**src/rtl/leg_solver.sv**
```systemverilog
// Computes the other leg b = isqrt(c*c - a*a) with shift-add squarers and a restoring root.
// Optional LEG_ROUND_EN: round the result to nearest instead of floor.
module leg_solver #(
  parameter int W = 8
) (
  input  logic         clk,
  input  logic         rst_n,
  input  logic         start,
  input  logic [W-1:0] c_in,
  input  logic [W-1:0] a_in,
  output logic         busy,
  output logic         done,
  output logic [W-1:0] b_out,
  output logic         err
);

  localparam int CW = $clog2(W) + 1;
  localparam logic [CW-1:0] LAST_SQ = CW'(W - 1);
  localparam logic [CW-1:0] RT_END  = CW'(W);

  typedef enum logic [1:0] {IDLE, SQ, RT, DONE} state_t;

  state_t          state, state_n;
  logic [2*W-1:0]  c_mcand, a_mcand;
  logic [W-1:0]    c_mplr, a_mplr;
  logic [2*W-1:0]  csq, asq;
  logic [2*W-1:0]  csq_n, asq_n;
  logic [2*W-1:0]  rad;
  logic [2*W+1:0]  rem, rem_sh, rem_n, trial;
  logic [W-1:0]    root, root_n, result;
  logic [CW-1:0]   cnt;
  logic            flag;
  logic            ge;

  always_ff @(posedge clk or negedge rst_n) begin
    if (!rst_n) state <= IDLE;
    else        state <= state_n;
  end

  always_comb begin
    state_n = state;
    case (state)
      IDLE: if (start) state_n = SQ;
      SQ:   if (cnt == LAST_SQ) state_n = RT;
      RT:   if (cnt == RT_END) state_n = DONE;
      DONE: state_n = IDLE;
      default: state_n = IDLE;
    endcase
  end

  assign busy = (state == SQ) || (state == RT);
  assign done = (state == DONE);

  always_comb begin
    csq_n  = csq + (c_mplr[0] ? c_mcand : '0);
    asq_n  = asq + (a_mplr[0] ? a_mcand : '0);
    rem_sh = {rem[2*W-1:0], rad[2*W-1 -: 2]};
    trial  = {{W{1'b0}}, root, 2'b01};
    ge     = (rem_sh >= trial);
    rem_n  = ge ? (rem_sh - trial) : rem_sh;
    root_n = {root[W-2:0], ge};
`ifdef LEG_ROUND_EN
    // Final remainder x - r^2 exceeding r means sqrt(x) lies above r + 0.5.
    result = root + W'(rem > {{(W+2){1'b0}}, root});
`else
    result = root;
`endif
  end

  always_ff @(posedge clk or negedge rst_n) begin
    if (!rst_n) begin
      c_mcand <= '0;
      a_mcand <= '0;
      c_mplr  <= '0;
      a_mplr  <= '0;
      csq     <= '0;
      asq     <= '0;
      rad     <= '0;
      rem     <= '0;
      root    <= '0;
      cnt     <= '0;
      flag    <= 1'b0;
      b_out   <= '0;
      err     <= 1'b0;
    end else begin
      case (state)
        IDLE: begin
          cnt <= '0;
          if (start) begin
            c_mcand <= {{W{1'b0}}, c_in};
            a_mcand <= {{W{1'b0}}, a_in};
            c_mplr  <= c_in;
            a_mplr  <= a_in;
            flag    <= (a_in > c_in);
            csq     <= '0;
            asq     <= '0;
          end
        end
        SQ: begin
          csq     <= csq_n;
          asq     <= asq_n;
          c_mcand <= c_mcand << 1;
          a_mcand <= a_mcand << 1;
          c_mplr  <= c_mplr >> 1;
          a_mplr  <= a_mplr >> 1;
          if (cnt == LAST_SQ) begin
            rad  <= flag ? '0 : (csq_n - asq_n);
            rem  <= '0;
            root <= '0;
            cnt  <= '0;
          end else begin
            cnt <= cnt + CW'(1);
          end
        end
        RT: begin
          if (cnt == RT_END) begin
            b_out <= flag ? '0 : result;
            err   <= flag;
          end else begin
            rem  <= rem_n;
            root <= root_n;
            rad  <= rad << 2;
            cnt  <= cnt + CW'(1);
          end
        end
        default: ;
      endcase
    end
  end

endmodule
```
**config.mk**
```make
export PLATFORM = sky130hd
export DESIGN_NAME = leg_solver
export DESIGN_NICKNAME = d
export VERILOG_FILES = /design/src/rtl/leg_solver.sv
export SDC_FILE = /design/constraint.sdc
export NUM_CORES = 1
export LEC_CHECK = 0
export CORE_AREA = 2 2 161 163
export CTS_CLUSTER_SIZE = 40
export DETAILED_ROUTE_END_ITERATION = 16
export DIE_AREA = 0 0 163 165
export GPL_ROUTABILITY_DRIVEN = 0
export GPL_TIMING_DRIVEN = 0
export PLACE_DENSITY_LB_ADDON = 0.15
export SYNTH_ARGS = -nofsm -noshare
export SYNTH_HDL_FRONTEND = slang
export SYNTH_SLANG_ARGS = --single-unit
```
**constraint.sdc**
```tcl
create_clock -name clk -period 3.6 [get_ports clk]
set_input_delay 0.36 -clock clk [delete_from_list [all_inputs] [get_ports clk]]
set_output_delay 0.36 -clock clk [all_outputs]
set_load 0.02 [all_outputs]
```
==> results.md, run 1 <==
* Largest net degree at the start of global routing at 92
* Clk slew on worst S/H paths at 0.07 ns
* Hold Crit Class: in -> async
* TritonCTS clock tree: yes
* Final period util at 1.10
* Deepest clock path buffer count at 2
* # setup viols final at 8
* R2R cell count at 21
* Worst Setup SP: a_mplr[0]
* Die width at 163 um
* IO Port Bufs at 29
* First-pass GRT wire length at 38,400 um
* Synth area leader: dfrtp_1
* Hold slack at 0.436 ns
* ANT nets after route at 0
* Post-synthesis sequential area ratio at 0.392
* Area after DPL at 9430 um2
* Worst setup margin at -0.372 ns
* Post-Synth XOR/XNOR Area at 0.0607
* Asr flop ratio synth at 1.00
* Measured slew at the worst slew-check pin at 0.681 ns
* ANT cells at 0
* Synth Cell Area at 8680 um2
* Final wirelength at 23,200 um
* Post-Synth Adder-Cell Area at 0.108
* Synth Area in Simple Gates at 0.131
* All-Layer GR Usage at 0.182
* Die Ht at 165 um
* Wire per inst at 17.0 um
* Setup total negative slack at -1.93 ns
* Reg2reg setup slack at -0.37 ns
* DRC viols at 0
* Max Transition Viols Final at 0
* HPWL after DPL at 16,400 um
* Slew HR at 0.545
* Outcome: finished, violations left
* Post-synthesis compound-gate area fraction at 0.253
* Layout cell share with drive strength beyond 1 at 0.161
* Syn Nets at 1,019
* Vias in the first global route at 7,336
* Most common flop cell mapped by yosys: dfrtp_1
* Router iterations before antenna repair at 4
* Final Skew at 0.0166 ns
* Cells after Synth at 927
* Grt ovf at 0
* Number of buffers created by CTS at 17
* Die area at 26,900 um2
* NumNets Final at 1,113
* WS Path Type: reg -> reg
* Top-Level Pins at 30
* Antenna violations before repair at 0
* Top cells by area, synth: dfrtp_1, ha_1, nand2_1
* Crit end category: flop
* Max-Cap Viols at 0
* Core area at 25,000 um2
* Netlist cell types at 71
* Post-synthesis register bit count at 136
* Post-synth EDFFs at 0
* CP Launch Type: flop
* Cell with the most instances after synthesis: dfrtp_1
* Final Util at 0.431
* Detailed Route Iter0 Violations at 311
* H-tree depth at 4
* Final hold viol count at 0
* Area grow syn2layout at 24.2%
* Rows at 58
* Final Critical Period at 3.97 ns
* Worst R2R Start: a_mplr[0]
* Post-route cell area at 10,800 um2
* Crit path to: rad[12]
* Critical Path AT at 4.27 ns
* Worst EP required at 3.89 ns
* Reg2reg end: rad[12]
* F_max at 0.252 GHz
* Clock latency on the worst-skew pair at 0.43 ns
* Clk sink count at 136
* Synth warnings at 0
* Synth Area per Inst at 9.37 um2
* Top cells by count, synth: dfrtp_1, nand2_1, ha_1, o21ai_0, a21oi_1
* Vias at 7,123
* Failing checks: negative setup slack
* Post-synth top area share at 0.392
* Starting density of the core at 0.347
* Root buf cell: clkbuf_16
* Critical path fanouts, max at 4
* Via/cell ratio at 5.22
* Multiplexer share of the synthesized area at 0.0140
* Unrepaired setup endpoints after global routing: yes
* Largest family of logic cells by synthesized area: compound AO/OA/AOI/OAI gates
## per-layer routing
layer | GRT usage | up-vias | wire length (um)
li1 | - | 3562 | -
met1 | 0.244 | 3442 | 11400
met2 | 0.302 | 91 | 10900
met3 | 0.0334 | 28 | 575
met4 | 0.0495 | 0 | 379
met5 | 0 | - | 0
## state kept, by name, indices dropped and copies added, names as in the netlist
register,count
a_mcand,16
a_mplr,8
asq,16
b_out,8
c_mcand,16
c_mplr,8
cnt,4
csq,16
err,1
flag,1
rad,16
rem,16
result,8
state,2
## metrics by stage
step	cells	setup slack, ns
3_3_place_gp	1286	-3.77
3_5_place_dp	1287	-0.893
4_1_cts	1357	-0.367
2_1_floorplan	927	-0.118
5_1_grt	1364	-0.553
6_report	1364	-0.372
## cell type report
class	instances	area, um2
inverters	43	164
clock buffers	18	429
plain buffers	41	198
fillers	2445	14300
clock inverters	14	161
flip-flops and latches	136	3410
well taps	330	413
multi-input cells	706	5320
repair buffers	76	689
## what timing repair did
action / CTS / global route
hold endpoints to repair: 45 / 0
setup endpoints to repair: 9 / 9
hold buffers: 1 / 0
gates resized for setup: 63 / 19
buffers inserted: 38 / 7
pin swaps: 35 / 18
## worst max-delay path, stage by stage, from the launching register on
cell      delay, ns
dfrtp_2        0.43
buf_8          0.13
and2_4         0.14
ha_4           0.16
fa_2           0.37
a21oi_4        0.16
buf_4          0.13
buf_6          0.08
inv_1          0.04
a21oi_2        0.14
xor2_1         0.23
ha_1           0.22
buf_4          0.12
inv_1          0.03
o21bai_1       0.17
a21oi_2        0.10
o21ai_2        0.16
nand2_2        0.09
o21a_4         0.27
nor3b_2        0.16
o41ai_2        0.40
a21oi_1        0.11
## worst min path at each step
stage,slack (ns),depth (start not counted),endpoint,from
finish,0.44,2,b_out[4],rst_n
global route,0.46,2,b_out[4],rst_n
CTS,0.44,2,b_out[0],rst_n
floorplan,0.06,0,a_mcand[0],rst_n
global placement,0.46,2,b_out[1],b_out[1]
detailed placement,0.34,1,b_out[0],rst_n
## cell usage in the layout (no fill, tap or decap), types with 8 or more instances in the layout
cell / synthesis / final
xor2_1: 22 / 19
a21o_1: 21 / 21
inv_1: 41 / 40
dfrtp_1: 136 / 134
o31ai_1: 9 / 9
o21a_1: 8 / 8
ha_1: 70 / 60
mux2i_1: 11 / 11
nand2_1: 105 / 103
a22o_1: 32 / 32
a21oi_2: 4 / 10
nand3_1: 11 / 10
o22ai_1: 50 / 50
xnor2_1: 28 / 20
nor3_1: 13 / 13
a22oi_1: 24 / 23
nor2_1: 34 / 33
o21ai_0: 70 / 66
clkbuf_1: 36 / 35
buf_4: 0 / 39
o21ai_1: 12 / 13
clkdlybuf4s50_1: 0 / 28
a21oi_1: 57 / 48
clkbuf_16: 0 / 17
and2_1: 34 / 32
## logic make-up (layout without fill, tap and decap cells)
| logic type | Yosys count | in the layout |
|---|---|---|
| AOI/OAI and AO/OA | 330 | 330 |
| xor gates and xnor gates | 55 | 55 |
| adders and majority gates | 73 | 73 |
| buffers and inverters | 85 | 192 |
| DFF | 136 | 136 |
| muxes | 12 | 12 |
| and+or+nand+nor | 236 | 236 |
Power of run 1 is not shown: default switching activity piles up to over one toggle a cycle in this logic, so the estimate is an artifact.
==> inputs of run 2 (changes only) <==
--- a/config.mk
+++ b/config.mk
@@ -5,6 +5,7 @@
 export SDC_FILE = /design/constraint.sdc
 export NUM_CORES = 1
 export LEC_CHECK = 0
+export ABC_AREA = 0
 export CORE_AREA = 2 2 161 163
 export CTS_CLUSTER_SIZE = 40
 export DETAILED_ROUTE_END_ITERATION = 16
==> results of run 2 <==
Same layout as run 1: the final DEF is identical, and so are final timing and power.
Power of run 2 is left out for the same reason.
